**src/rtl/mac_pkg.sv**
```systemverilog
// Shared definitions for the MAC accumulator slice.
// Ports: none (package only).
// Holds default widths and the accumulator state encoding.
package mac_pkg;

  localparam int DATA_W = 16;  // operand width; 2*DATA_W feeds the 32-bit adder
  localparam int ACC_W  = 32;  // accumulator / adder width
  localparam int CNT_W  = 8;   // term counter width (saturating)

  // IDLE: no partial sum held. ACCUM: partial sum of the current group held.
  typedef enum logic {
    IDLE  = 1'b0,
    ACCUM = 1'b1
  } state_t;

endpackage

```
**src/rtl/kogge_stone_32bit.sv**
```systemverilog
// Purpose: 32-bit parallel-prefix (Kogge-Stone) adder, s = a + b + cin.
// Latency: purely combinational. Backpressure: n/a.
// Ports: a, b (32b addends), cin (carry in), s (32b sum), cout (carry out).
module kogge_stone_32bit (
  input  logic [31:0] a,
  input  logic [31:0] b,
  input  logic        cin,
  output logic [31:0] s,
  output logic        cout
);

  logic [31:0] p_bit;
  logic [31:0] g [0:5];
  logic [31:0] p [0:4];

  assign p_bit = a ^ b;
  // cin is folded into bit 0's generate so the prefix tree needs no extra column.
  assign g[0]  = (a & b) | {31'b0, p_bit[0] & cin};
  assign p[0]  = p_bit;

  // Each level doubles the span: shifting in zeros means spans that already
  // reach bit 0 simply keep their final generate.
  for (genvar l = 0; l < 5; l++) begin : g_level
    localparam int D = 1 << l;
    assign g[l+1] = g[l] | (p[l] & (g[l] << D));
    if (l < 4) begin : g_prop
      assign p[l+1] = p[l] & (p[l] << D);
    end
  end

  assign s    = p_bit ^ {g[5][30:0], cin};
  assign cout = g[5][31];

endmodule

```
**src/rtl/mac_accumulator_32bit.sv**
```systemverilog
// Purpose: pipelined unsigned multiply-accumulate; one 32-bit sum per 'last'-terminated group.
// Latency: pair presented/accepted in cycle c -> out_valid visible in cycle c+2; 1 pair/clk.
// Backpressure: out_valid & ~out_ready freezes S1, S2 and accumulator; in_ready drops.
// Ports: clk, rst (sync, active-high); a, b, in_last, in_valid / in_ready (operand side);
//        clear (drop partial group); result, ovf, count, out_valid / out_ready (result side).
module mac_accumulator_32bit
  import mac_pkg::*;
#(
  parameter int DATA_W = mac_pkg::DATA_W,
  parameter int CNT_W  = mac_pkg::CNT_W
) (
  input  logic              clk,
  input  logic              rst,
  input  logic [DATA_W-1:0] a,
  input  logic [DATA_W-1:0] b,
  input  logic              in_last,
  input  logic              in_valid,
  output logic              in_ready,
  input  logic              clear,
  output logic [ACC_W-1:0]  result,
  output logic              ovf,
  output logic [CNT_W-1:0]  count,
  output logic              out_valid,
  input  logic              out_ready
);

  logic             adv;
  logic             accept;
  logic             s2_fire;
  logic [ACC_W-1:0] prod;

  // Stage 1: registered product
  logic [ACC_W-1:0] p;
  logic             p_last;
  logic             p_vld;

  // Stage 2: running group state
  logic [ACC_W-1:0] acc;
  logic             ovf_acc;
  logic [CNT_W-1:0] cnt;
  logic [CNT_W-1:0] cnt_inc;
  state_t           state;
  state_t           state_nxt;

  logic [ACC_W-1:0] sum_s;
  logic             sum_cout;

  // The pipeline only moves when the output slot is empty or being drained.
  assign adv      = ~out_valid | out_ready;
  assign in_ready = ~rst & ~clear & adv;
  assign accept   = in_valid & in_ready;
  // clear wins over any S2 update in the same cycle.
  assign s2_fire  = adv & p_vld & ~clear;

  assign prod    = ACC_W'(a) * ACC_W'(b);
  assign cnt_inc = (cnt == {CNT_W{1'b1}}) ? cnt : cnt + 1'b1;

  kogge_stone_32bit u_add (
    .a    (acc),
    .b    (p),
    .cin  (1'b0),
    .s    (sum_s),
    .cout (sum_cout)
  );

  // Stage 1 register
  always_ff @(posedge clk) begin
    if (rst || clear) begin
      p_vld <= 1'b0;
    end else if (adv) begin
      p      <= prod;
      p_last <= in_last;
      p_vld  <= accept;
    end
  end

  // Group state machine
  always_ff @(posedge clk) begin
    if (rst) begin
      state <= IDLE;
    end else begin
      state <= state_nxt;
    end
  end

  always_comb begin
    state_nxt = state;
    if (clear) begin
      state_nxt = IDLE;
    end else if (s2_fire) begin
      state_nxt = p_last ? IDLE : ACCUM;
    end
  end

  // Stage 2: accumulate, or close the group into the output registers
  always_ff @(posedge clk) begin
    if (rst) begin
      acc       <= '0;
      ovf_acc   <= 1'b0;
      cnt       <= '0;
      result    <= '0;
      ovf       <= 1'b0;
      count     <= '0;
      out_valid <= 1'b0;
    end else begin
      if (clear) begin
        acc     <= '0;
        ovf_acc <= 1'b0;
        cnt     <= '0;
      end else if (s2_fire) begin
        if (p_last) begin
          result  <= sum_s;
          ovf     <= ovf_acc | sum_cout;
          count   <= cnt_inc;
          acc     <= '0;
          ovf_acc <= 1'b0;
          cnt     <= '0;
        end else begin
          acc     <= sum_s;
          ovf_acc <= ovf_acc | sum_cout;
          cnt     <= cnt_inc;
        end
      end

      // A result taken this cycle may be replaced by a new one in the same cycle.
      if (s2_fire && p_last) begin
        out_valid <= 1'b1;
      end else if (out_ready) begin
        out_valid <= 1'b0;
      end
    end
  end

endmodule
```
**config.mk**
```make
export PLATFORM = sky130hd
export DESIGN_NAME = mac_accumulator_32bit
export DESIGN_NICKNAME = d
export VERILOG_FILES = /design/src/rtl/mac_pkg.sv /design/src/rtl/kogge_stone_32bit.sv /design/src/rtl/mac_accumulator_32bit.sv
export SDC_FILE = /design/constraint.sdc
export NUM_CORES = 1
export LEC_CHECK = 0
export ABC_CLOCK_PERIOD_IN_PS = 13950
export BUFFER_PORTS_ARGS = -buffer_cell sky130_fd_sc_hd__clkbuf_2
export CAP_MARGIN = 20
export CORE_AREA = 5 5 196 198
export CTS_BUF_LIST = sky130_fd_sc_hd__clkbuf_4 sky130_fd_sc_hd__clkbuf_8
export DETAILED_ROUTE_END_ITERATION = 8
export DIE_AREA = 0 0 201 203
export SYNTH_ARGS = -nofsm -noshare
export SYNTH_HDL_FRONTEND = slang
export SYNTH_SLANG_ARGS = --single-unit
```
**constraint.sdc**
```tcl
create_clock -name clk -period 13.95 [get_ports clk]
set_input_delay 0.6975 -clock clk [delete_from_list [all_inputs] [get_ports clk]]
set_output_delay 0.6975 -clock clk [all_outputs]
set_load 0.03 [all_outputs]
```
==> summary.md, run 1 <==
| Metric | Value |
|---|---|
| CP Launch Type | primary input |
| Synth Register Bits | 117 |
| GRT overflow | 0 |
| Unique masters post-synth | 74 |
| Htree depth | 4 |
| Most frequent cells in the layout | inv_1, nand2_1, fa_1 |
| Non-filler instance count after layout | 2133 |
| Row cnt | 70 |
| Largest net degree at the start of global routing | 49 |
| Total GRT Usage | 0.173 |
| WP buf/inv | 5 |
| Die area | 40800 sq um |
| Clk_lat worst skew | 0.43 ns |
| Setup-failing EPs final | 0 |
| Slew HR | 0.395 |
| Area leader, netlist | fa_1 |
| Req. time, crit path | 14.12 ns |
| Clock Sink Count | 117 |
| WS Path Type | primary input to flop |
| Syn Nets | 1983 |
| Core area | ~36000 sq um |
| CP max stage cell | fa_1 |
| Commonest non-fill, non-tap cell in the layout | inv_1 |
| Placer Congestion | between 0.8 and 0.9 |
| Worst-path clk slew | 0.07 ns |
| Die width | 201 um |
| ANT nets after route | 0 |
| Die height | 203 um |
| Worst setup EP type | flop |
| Minimum clock period | 6.30 ns |
| Max Clk Rate | 159 MHz |
| Detailed-route via count | 10900 |
| # resized after CTS | 0 |
| First-pass GRT wire length | 58600 um |
| Synth Instances | 1613 |
| Final WL | 34800 um |
| Power Dens Cells | 233 nW/um^2 |
| Status | finished, final reports clean |
| Final Hold Viols | 0 |
| Post-synth EDFFs | 33 |
| Setup TNS | 0 ns |
| Final Net Count | roughly 2000 |
| Clock Tree Root | clkbuf_8 |
| PortBufs | 80 |
| Synth area leaders | fa_1, ha_1, dfxtp_1, edfxtp_1, inv_1 |
| Drt via density | 5.13 |
| Worst Tran Pin Value | 0.903 ns |
| Hold Crit Class | flop to flop |
| Residual DRC count | 0 |
| Worst Path Max Fanout | 16 |
| Area delta synth->final | 8.88% |
| Cts hold-fix bufs | 0 |
| Diodes inserted | 0 |
| Yosys warns | 0 |
| Crit-path cells | clkbuf_2, and2_1, fa_1, inv_1, fa_1, fa_1, inv_1, fa_1, fa_1, inv_1, fa_1, inv_1, ha_1, a21o_1, o21bai_1, o22ai_1, a21oi_1, a21o_1, o31ai_1, a31oi_1, xnor2_1 |
| Synth Cell Area | around 14000 sq um |
| Final Cycle Share | 0.452 |
| Ys flop type | dfxtp_1 |
| RSZ-0062 raised after global routing | no |
| Max VDD drop | 0.198 mV |
| Initial detailed-routing violation count | 565 |
| FILL cells | 3552 |
| Critical Path Max Stage Delay | 0.53 ns |
| Per-cell routed wire length | 16.3 um |
| Clk buf depth | 2 |
| Crit path DAT | 6.48 ns |
| Vias in the first global route | 11400 |
| Initial antenna violation count | 0 |
| Pleak | ~7.4 nW |
| Number of buffers created by CTS | 17 |
| DP HPWL | approximately 27000 um |
| Fraction of layout cells with a size suffix above 1 | 0.0883 |
| Postcts setup bufs | 0 |
| Top cell type's share of synthesized area | 0.272 |
| Initial Utilization | 0.395 |
| Largest delay share family, worst path | adder cells |
| I/O pins | 81 |
| CP most frequent cell | fa_1 |
| Final worst clock skew | 0.0101 ns |
| Sequential fraction of the synthesis area | 0.186 |
| Avg Inst Size Synth | 8.90 sq um |
| CTS tree | done |
| Placed Instances | 2100 |
| Max capacitance violation total | 0 |
| DR pass1 iterations | 5 |
| Fin util | 0.430 |
| Ys async rst share | 0 |
| Slew Limit Fails | 0 |
## sequential cells by signal (all words and copies together), names as in the netlist, 8 cells and up
signal	cells
acc	32
result	32
cnt	8
count	8
p	32
## cells by family after synthesis
family,count (synthesis),synth area share
and+or+nand+nor,522,0.175
adders and majority gates,332,0.391
muxes,2,0.00139
xor gates and xnor gates,57,0.0348
DFF,117,0.186
AOI/OAI and AO/OA,266,0.127
buffers and inverters,317,0.0837
## power breakdown
| group | switching [mW] | internal (mW) | total [mW] |
|---|---|---|---|
| registers | 0.0200 | 0.524 | 0.544 |
| clock network | 0.150 | 0.225 | 0.375 |
| logic | 1.57 | 1.15 | 2.72 |
| total | 1.74 | 1.90 | 3.64 |
## worst paths after layout
check | from | end | slack (ns) | depth (start not counted)
max | a[13] | p[31] | 7.65 | 21
max reg2reg | p[0] | acc[28] | 10.81 | 10
min reg2reg | result[4] | result[4] | 0.45 | 2
min | result[4] | result[4] | 0.45 | 2
## worst min-delay path: stages (launching register included)
cell     delay, ns
dfxtp_1       0.31
nand2_1       0.05
a21oi_1       0.05
## area by class of cell
type	count	area, sq um	area share
well taps	468	586	0.0375
clock buffers	19	262	0.0167
repair buffers	88	462	0.0295
inverters	249	935	0.0598
flip-flops and latches	117	2670	0.171
multi-input cells	1179	10500	0.672
clock inverters	13	218	0.0139
## cells in the mapped netlist (all sizes together) (8+ instances only)
cell	count
nand3	18
a21oi	85
a22oi	14
nand2	225
nor3	19
nor2	75
edfxtp	33
xnor2	42
dfxtp	84
and2	129
o21ai	39
a31oi	8
fa	195
clkbuf	63
o21bai	8
a22o	12
nand3b	9
a21o	32
a211oi	16
ha	137
xor2	15
o21a	8
inv	249
## per-stage QoR
stage / instance area (sq um) / hold WS (ns) / power (mW) / setup WS [ns]
global route: 15600 / 0.433 / 4.05 / 7.41
global placement: 15100 / 0.444 / 3.22 / 7.35
detailed placement: 15100 / 0.446 / 3.26 / 7.22
CTS: 15600 / 0.431 / 3.66 / 7.69
floorplan: 14400 / 0.424 / 2.72 / 7.70
finish: 15600 / 0.454 / 3.64 / 7.65
## routing by layer
layer / wire length [um] / share of wire / global-route usage / vias up
met5: 0 / 0 / 0 / -
met4: 361 / 0.010 / 0.0342 / 0
met3: 2030 / 0.058 / 0.0283 / 26
met2: 15100 / 0.43 / 0.274 / 333
met1: 17300 / 0.50 / 0.252 / 5282
li1: - / - / - / 5303
Note: power is estimated with default switching activity, not from simulation.
==> inputs of run 2 (changes only) <==
--- a/config.mk
+++ b/config.mk
@@ -5,7 +5,7 @@
 export SDC_FILE = /design/constraint.sdc
 export NUM_CORES = 1
 export LEC_CHECK = 0
-export ABC_CLOCK_PERIOD_IN_PS = 13950
+export ABC_CLOCK_PERIOD_IN_PS = 5800
 export BUFFER_PORTS_ARGS = -buffer_cell sky130_fd_sc_hd__clkbuf_2
 export CAP_MARGIN = 20
 export CORE_AREA = 5 5 196 198
==> constraint.sdc (replaced) <==
create_clock -name clk -period 5.8 [get_ports clk]
set_input_delay 0.29 -clock clk [delete_from_list [all_inputs] [get_ports clk]]
set_output_delay 0.29 -clock clk [all_outputs]
set_load 0.03 [all_outputs]
==> summary.md, run 2 (synthesis results as in run 1) <==
| Metric | Value |
|---|---|
| Status | finished, final reports clean (unchanged) |
| CTS tree | done (unchanged) |
| Initial detailed-routing violation count | 638 (was 565) |
| Largest delay share family, worst path | adder cells (unchanged) |
| Crit-path cells | clkbuf_2, and2_1, fa_1, inv_1, fa_1, fa_1, inv_1, fa_1, fa_1, inv_1, fa_1, inv_1, ha_1, a21o_1, o21bai_1, o22ai_1, a21oi_1, a21o_1, o311ai_2, or4b_1, o311ai_1 (was clkbuf_2, and2_1, fa_1, inv_1, fa_1, fa_1, inv_1, fa_1, fa_1, inv_1, fa_1, inv_1, ha_1, a21o_1, o21bai_1, o22ai_1, a21oi_1, a21o_1, o31ai_1, a31oi_1, xnor2_1) |
| Final Cycle Share | 0.968 |
| Number of buffers created by CTS | 17 (unchanged) |
| Final Hold Viols | 0 (unchanged) |
| Per-cell routed wire length | 15.2 um (was 16.3 um) |
| Clock Sink Count | 117 (unchanged) |
| Min-Delay Path Depth | 1 (was 2) |
| Minimum clock period | 5.61 ns |
| Clock Tree Root | clkbuf_8 (unchanged) |
| Hold endpoint | p_last (was result[4]) |
| Length of routed met3 wiring | 1250 um (was 2030 um) |
| Worst-path clk slew | 0.08 ns (was 0.07 ns) |
| Top flop regs | acc: 32 flops, p: 32 flops, result: 32 flops (unchanged) |
| R2R Path Start | p[0] (unchanged) |
| Top Metal Used | met4 (unchanged) |
| Area delta synth->final | 14.0% (was 8.88%) |
| Initial Utilization | 0.395 (unchanged) |
| FILL cells | 3553 (was 3552) |
| Htree depth | 4 (unchanged) |
| Hold Crit Class | primary input to flop (was flop to flop) |
| Clk buf depth | 2 (unchanged) |
| DP HPWL | 28500 um (was 27300 um) |
| R2r endpoint | acc[28] (unchanged) |
| Residual DRC count | 0 (unchanged) |
| Placed Instances | 2209 (was 2100) |
| PortBufs | 80 (unchanged) |
| Setup-failing EPs final | 0 (unchanged) |
| Final worst clock skew | 0.0110 ns (was 0.0101 ns) |
| Vias in the first global route | 11700 (was 11400) |
| Most frequent cells in the layout | inv_1, nand2_1, fa_1 (unchanged) |
| Worst setup EP type | flop (unchanged) |
| Worst Path Max Fanout | 10 (was 16) |
| DR WL met2 | 15700 um (was 15100 um) |
| Critical Path Max Stage Delay | 0.53 ns (about the same) |
| R2r setup slk | 2.66 ns (was 10.81 ns) |
| Final Net Count | 2130 (was 2022) |
| Slew Limit Fails | 0 (unchanged) |
| Diodes inserted | 0 (unchanged) |
| Setup TNS | 0 ns (unchanged) |
| Placer Congestion | 0.862 (was 0.857) |
| Die area | 40800 sq um (unchanged) |
| Die width | 201 um (unchanged) |
| Die height | 203 um (unchanged) |
| WP buf/inv | 5 (unchanged) |
| Crit path DAT | 5.85 ns (was 6.48 ns) |
| ANT nets after route | 0 (unchanged) |
| Fin util | 0.450 (was 0.430) |
| Commonest non-fill, non-tap cell in the layout | inv_1 (unchanged) |
| Max Clk Rate | 178 MHz |
| Non-filler instance count after layout | 2241 (was 2133) |
| # resized after CTS | 0 (unchanged) |
| WL met1 | 17000 um (was 17300 um) |
| Cts hold-fix bufs | 0 (unchanged) |
| I/O pins | 81 (unchanged) |
| Drt via density | 5.01 (was 5.13) |
| Worst Tran Pin Value | 0.881 ns (was 0.903 ns) |
| First-pass GRT wire length | 58200 um (was 58600 um) |
| Clk_lat worst skew | 0.42 ns (was 0.43 ns) |
| Max VDD drop | 0.507 mV (was 0.198 mV) |
| Total GRT Usage | 0.169 (was 0.173) |
| DR pass1 iterations | 5 (unchanged) |
| Power Dens Cells | 599 nW/um^2 (was 233 nW/um^2) |
| WS Path Type | primary input to flop (unchanged) |
| CP most frequent cell | fa_1 (unchanged) |
| Detailed-route via count | 11200 (was 10900) |
| Row cnt | 70 (unchanged) |
| R2r worst-path depth | 10 (unchanged) |
| GRT overflow | 0 (unchanged) |
| Fraction of layout cells with a size suffix above 1 | 0.146 (was 0.0883) |
| Initial antenna violation count | 0 (unchanged) |
| Core area | 36300 sq um (unchanged) |
| Max capacitance violation total | 0 (unchanged) |
| RSZ-0062 raised after global routing | no (unchanged) |
| Final WL | 34200 um (was 34800 um) |
| CP Launch Type | primary input (unchanged) |
| CP max stage cell | fa_1 (unchanged) |
| Postcts setup bufs | 0 (unchanged) |
| Hold Path Origin | in_last (was result[4]) |
| Slew HR | 0.409 (was 0.395) |
| Pleak | 7.93 nW (was 7.44 nW) |
| Req. time, crit path | 6.03 ns (was 14.12 ns) |
| Largest net degree at the start of global routing | 49 (unchanged) |
==> run 2: metrics by stage <==
step	setup WS [ns]	total power, mW	hold WS, ns	area [sq um]
final	0.188	9.81	0.0585	16400
after global routing	0.00350	11.0	0.0185	16400
after CTS	0.145	9.83	0.0179	16400
after detailed placement	-0.319	9.04	0.449	16000
after global placement	-0.185	8.92	0.443	16000
after floorplan	0.00132	6.55	0.389	14400
==> run 2: cell type report <==
class                   count  area [sq um]  share of cell area
clock buffers              19           249              0.0152
clock inverters            13           128             0.00780
inverters                 249           935              0.0571
multi-input cells        1179         10500               0.642
flip-flops and latches    117          2670               0.163
well taps                 468           586              0.0358
repair buffers            196          1280              0.0784
==> run 2: worst max path at each step <==
stage	start	to	depth (start not counted)
after floorplan	a[7]	p[27]	21
after global placement	b[4]	p[31]	22
after detailed placement	a[7]	p[31]	24
after CTS	a[7]	p[31]	24
after global routing	b[4]	p[27]	21
final	b[4]	p[27]	21
==> run 2: where the power goes <==
part,switching [mW],internal [mW],total (mW)
Sequential,0.0472,1.26,1.31
Combinational,4.04,3.73,7.77
Clock,0.341,0.391,0.732
Total,4.42,5.39,9.81
==> run 2: metal layers <==
metal / vias up / GRT usage
met5: - / 0
met4: 0 / 0.0258
met1: 5450 / 0.245
li1: 5520 / -
met2: 248 / 0.281
met3: 14 / 0.0187
==> inputs of run 3 (changes only) <==
--- a/config.mk
+++ b/config.mk
@@ -12,6 +12,7 @@
 export CTS_BUF_LIST = sky130_fd_sc_hd__clkbuf_4 sky130_fd_sc_hd__clkbuf_8
 export DETAILED_ROUTE_END_ITERATION = 8
 export DIE_AREA = 0 0 201 203
+export PLACE_DENSITY = 0.58
 export SYNTH_ARGS = -nofsm -noshare
 export SYNTH_HDL_FRONTEND = slang
 export SYNTH_SLANG_ARGS = --single-unit
==> summary.md, run 3 (synthesis results as in run 1) <==
| Metric | Value |
|---|---|
| Status | finished, final reports clean (unchanged) |
| Max VDD drop | 0.533 mV (was 0.507 mV) |
| Minimum clock period | 5.61 ns (about the same) |
| GRT overflow | 0 (unchanged) |
| Max capacitance violation total | 0 (unchanged) |
| WHS | 0.0507 ns (was 0.0585 ns) |
| Detailed-route via count | 11300 (was 11200) |
| DR pass1 iterations | 5 (unchanged) |
| Row cnt | 70 (unchanged) |
| ANT nets after route | 0 (unchanged) |
| R2r worst-path depth | 10 (unchanged) |
| Setup-failing EPs final | 0 (unchanged) |
| Vias in the first global route | 11700 (about the same) |
| Area delta synth->final | 14.4% (was 14.0%) |
| Combinational Power Share | 0.784 (was 0.792) |
| Commonest non-fill, non-tap cell in the layout | inv_1 (unchanged) |
| Die area | 40800 sq um (unchanged) |
| Clk_lat worst skew | 0.44 ns (was 0.42 ns) |
| Fin util | 0.452 (was 0.450) |
| Initial antenna violation count | 0 (unchanged) |
| P_sw | 4.45 mW (was 4.42 mW) |
| Max Clk Rate | 178 MHz (about the same) |
| Final Total Pwr | 9.96 mW (was 9.81 mW) |
| Core area | 36300 sq um (unchanged) |
| Clk buf depth | 2 (unchanged) |
| Final Net Count | 2126 (was 2130) |
| Worst setup margin | 0.190 ns (was 0.188 ns) |
| Clock Tree Root | clkbuf_8 (unchanged) |
| CP Launch Type | primary input (unchanged) |
| Total GRT Usage | 0.172 (was 0.169) |
| Power Dens Cells | 607 nW/um^2 (was 599 nW/um^2) |
| Crit path DAT | 5.87 ns (was 5.85 ns) |
| Drt via density | 5.06 (was 5.01) |
| Largest net degree at the start of global routing | 49 (unchanged) |
| Cts hold-fix bufs | 0 (unchanged) |
| Final WL | 34800 um (was 34200 um) |
| Internal | 5.51 mW (was 5.39 mW) |
| Part of the power in registers | 0.131 (was 0.133) |
| Hold endpoint | p_last (unchanged) |
| Initial detailed-routing violation count | 554 (was 638) |
| Post-DP Area | 16000 sq um (about the same) |
| Hold Crit Class | primary input to flop (unchanged) |
| I/O pins | 81 (unchanged) |
| Pleak | 7.93 nW (about the same) |
| Min-Delay Path Depth | 1 (unchanged) |
| Final Hold Viols | 0 (unchanged) |
| Final instance area | 16400 sq um (about the same) |
| PortBufs | 80 (unchanged) |
| Worst Tran Pin Value | 0.962 ns (was 0.881 ns) |
| Per-cell routed wire length | 15.6 um (was 15.2 um) |
| Final Cycle Share | 0.967 (was 0.968) |
| Worst setup EP type | flop (unchanged) |
| Top flop regs | acc: 32 flops, p: 32 flops, result: 32 flops (unchanged) |
| Residual DRC count | 0 (unchanged) |
| WS Path Type | primary input to flop (unchanged) |
| Initial Utilization | 0.395 (unchanged) |
| Net Sw Frac | 0.447 (was 0.451) |
| Htree depth | 4 (unchanged) |
| Dpl ws | -0.281 ns (was -0.319 ns) |
| Clock Sink Count | 117 (unchanged) |
| R2r endpoint | acc[28] (unchanged) |
| Req. time, crit path | 6.06 ns (was 6.03 ns) |
| First-pass GRT wire length | 59000 um (was 58200 um) |
| Clock network power share | 0.085 (was 0.075) |
| Die height | 203 um (unchanged) |
| Hold Path Origin | in_last (unchanged) |
| Slew HR | 0.357 (was 0.409) |
| Placer Congestion | 0.822 (was 0.862) |
| R2r setup slk | 2.63 ns (was 2.66 ns) |
| Most frequent cells in the layout | inv_1, nand2_1, fa_1 (unchanged) |
| Die width | 201 um (unchanged) |
| Number of buffers created by CTS | 17 (unchanged) |
| Worst Path Max Fanout | 8 (was 10) |
| Worst-path clk slew | 0.08 ns (about the same) |
| DP HPWL | 28900 um (was 28500 um) |
| Slew Limit Fails | 0 (unchanged) |
| R2R Path Start | p[0] (unchanged) |
| Final worst clock skew | 0.0109 ns (was 0.0110 ns) |
| Fraction of layout cells with a size suffix above 1 | 0.142 (was 0.146) |
| CTS tree | done (unchanged) |
| Diodes inserted | 0 (unchanged) |
-- run 3: worst max-delay path, cell delays in order --
cell and delay (ns):
clkbuf_2 0.18, and2_1 0.22, fa_1 0.53, inv_1 0.05, fa_1 0.48, inv_1 0.06, fa_1 0.50, fa_1 0.52
fa_1 0.49, inv_1 0.05, fa_1 0.48, inv_1 0.04, ha_1 0.30, a21oi_1 0.18, o21bai_1 0.13, o22ai_1 0.23
a21oi_1 0.11, a21o_1 0.20, o311ai_2 0.26, or4b_1 0.47, o311ai_1 0.09
-- run 3: layout make-up --
type | count | area (sq um)
Clock buffer | 18 | 241
Clock inverter | 14 | 199
Fill cell | 3614 | 19900
Inverter | 249 | 935
Multi-Input combinational cell | 1179 | 10500
Sequential cell | 117 | 2670
Tap cell | 468 | 586
Timing Repair Buffer | 192 | 1280
-- run 3: layer usage --
metal,vias to the layer above,part of all wire,GRT usage
li1,5515,-,-
met2,238,0.45,0.280
met5,-,0,0
met3,30,0.038,0.0214
met4,0,0.011,0.0317
met1,5544,0.50,0.250
-- run 3: what timing repair did --
item	in CTS	in global routing
buffers inserted	0	1
endpoints found under the setup margin	0	5
resized for setup	0	6
-- run 3: metrics by stage --
stage                     instances  setup TNS, ns
after floorplan                1613              0
after global placement         2204         -0.622
after detailed placement       2204          -1.41
after CTS                      2236              0
after global routing           2237        -0.0159
final                          2237              0
-- run 3: power groups by stage --
stage | registers, mW | clock network [mW] | logic [mW]
finish | 1.31 | 0.842 | 7.81
global route | 1.32 | 0.896 | 8.91
CTS | 1.31 | 0.861 | 7.77
detailed placement | 1.32 | 0 | 7.71
global placement | 1.33 | 0 | 7.62
floorplan | 1.32 | 0 | 5.24
-- run 3: worst max path at each step --
| stage | from | endpoint | slack (ns) | cells after the start |
|---|---|---|---|---|
| 2_1_floorplan | a[7] | p[27] | 0.001 | 21 |
| 3_3_place_gp | a[9] | p[27] | -0.15 | 21 |
| 3_5_place_dp | a[9] | p[27] | -0.28 | 21 |
| 4_1_cts | a[8] | p[27] | 0.18 | 21 |
| 5_1_grt | a[7] | p[27] | -0.01 | 23 |
| 6_report | a[11] | p[27] | 0.19 | 21 |
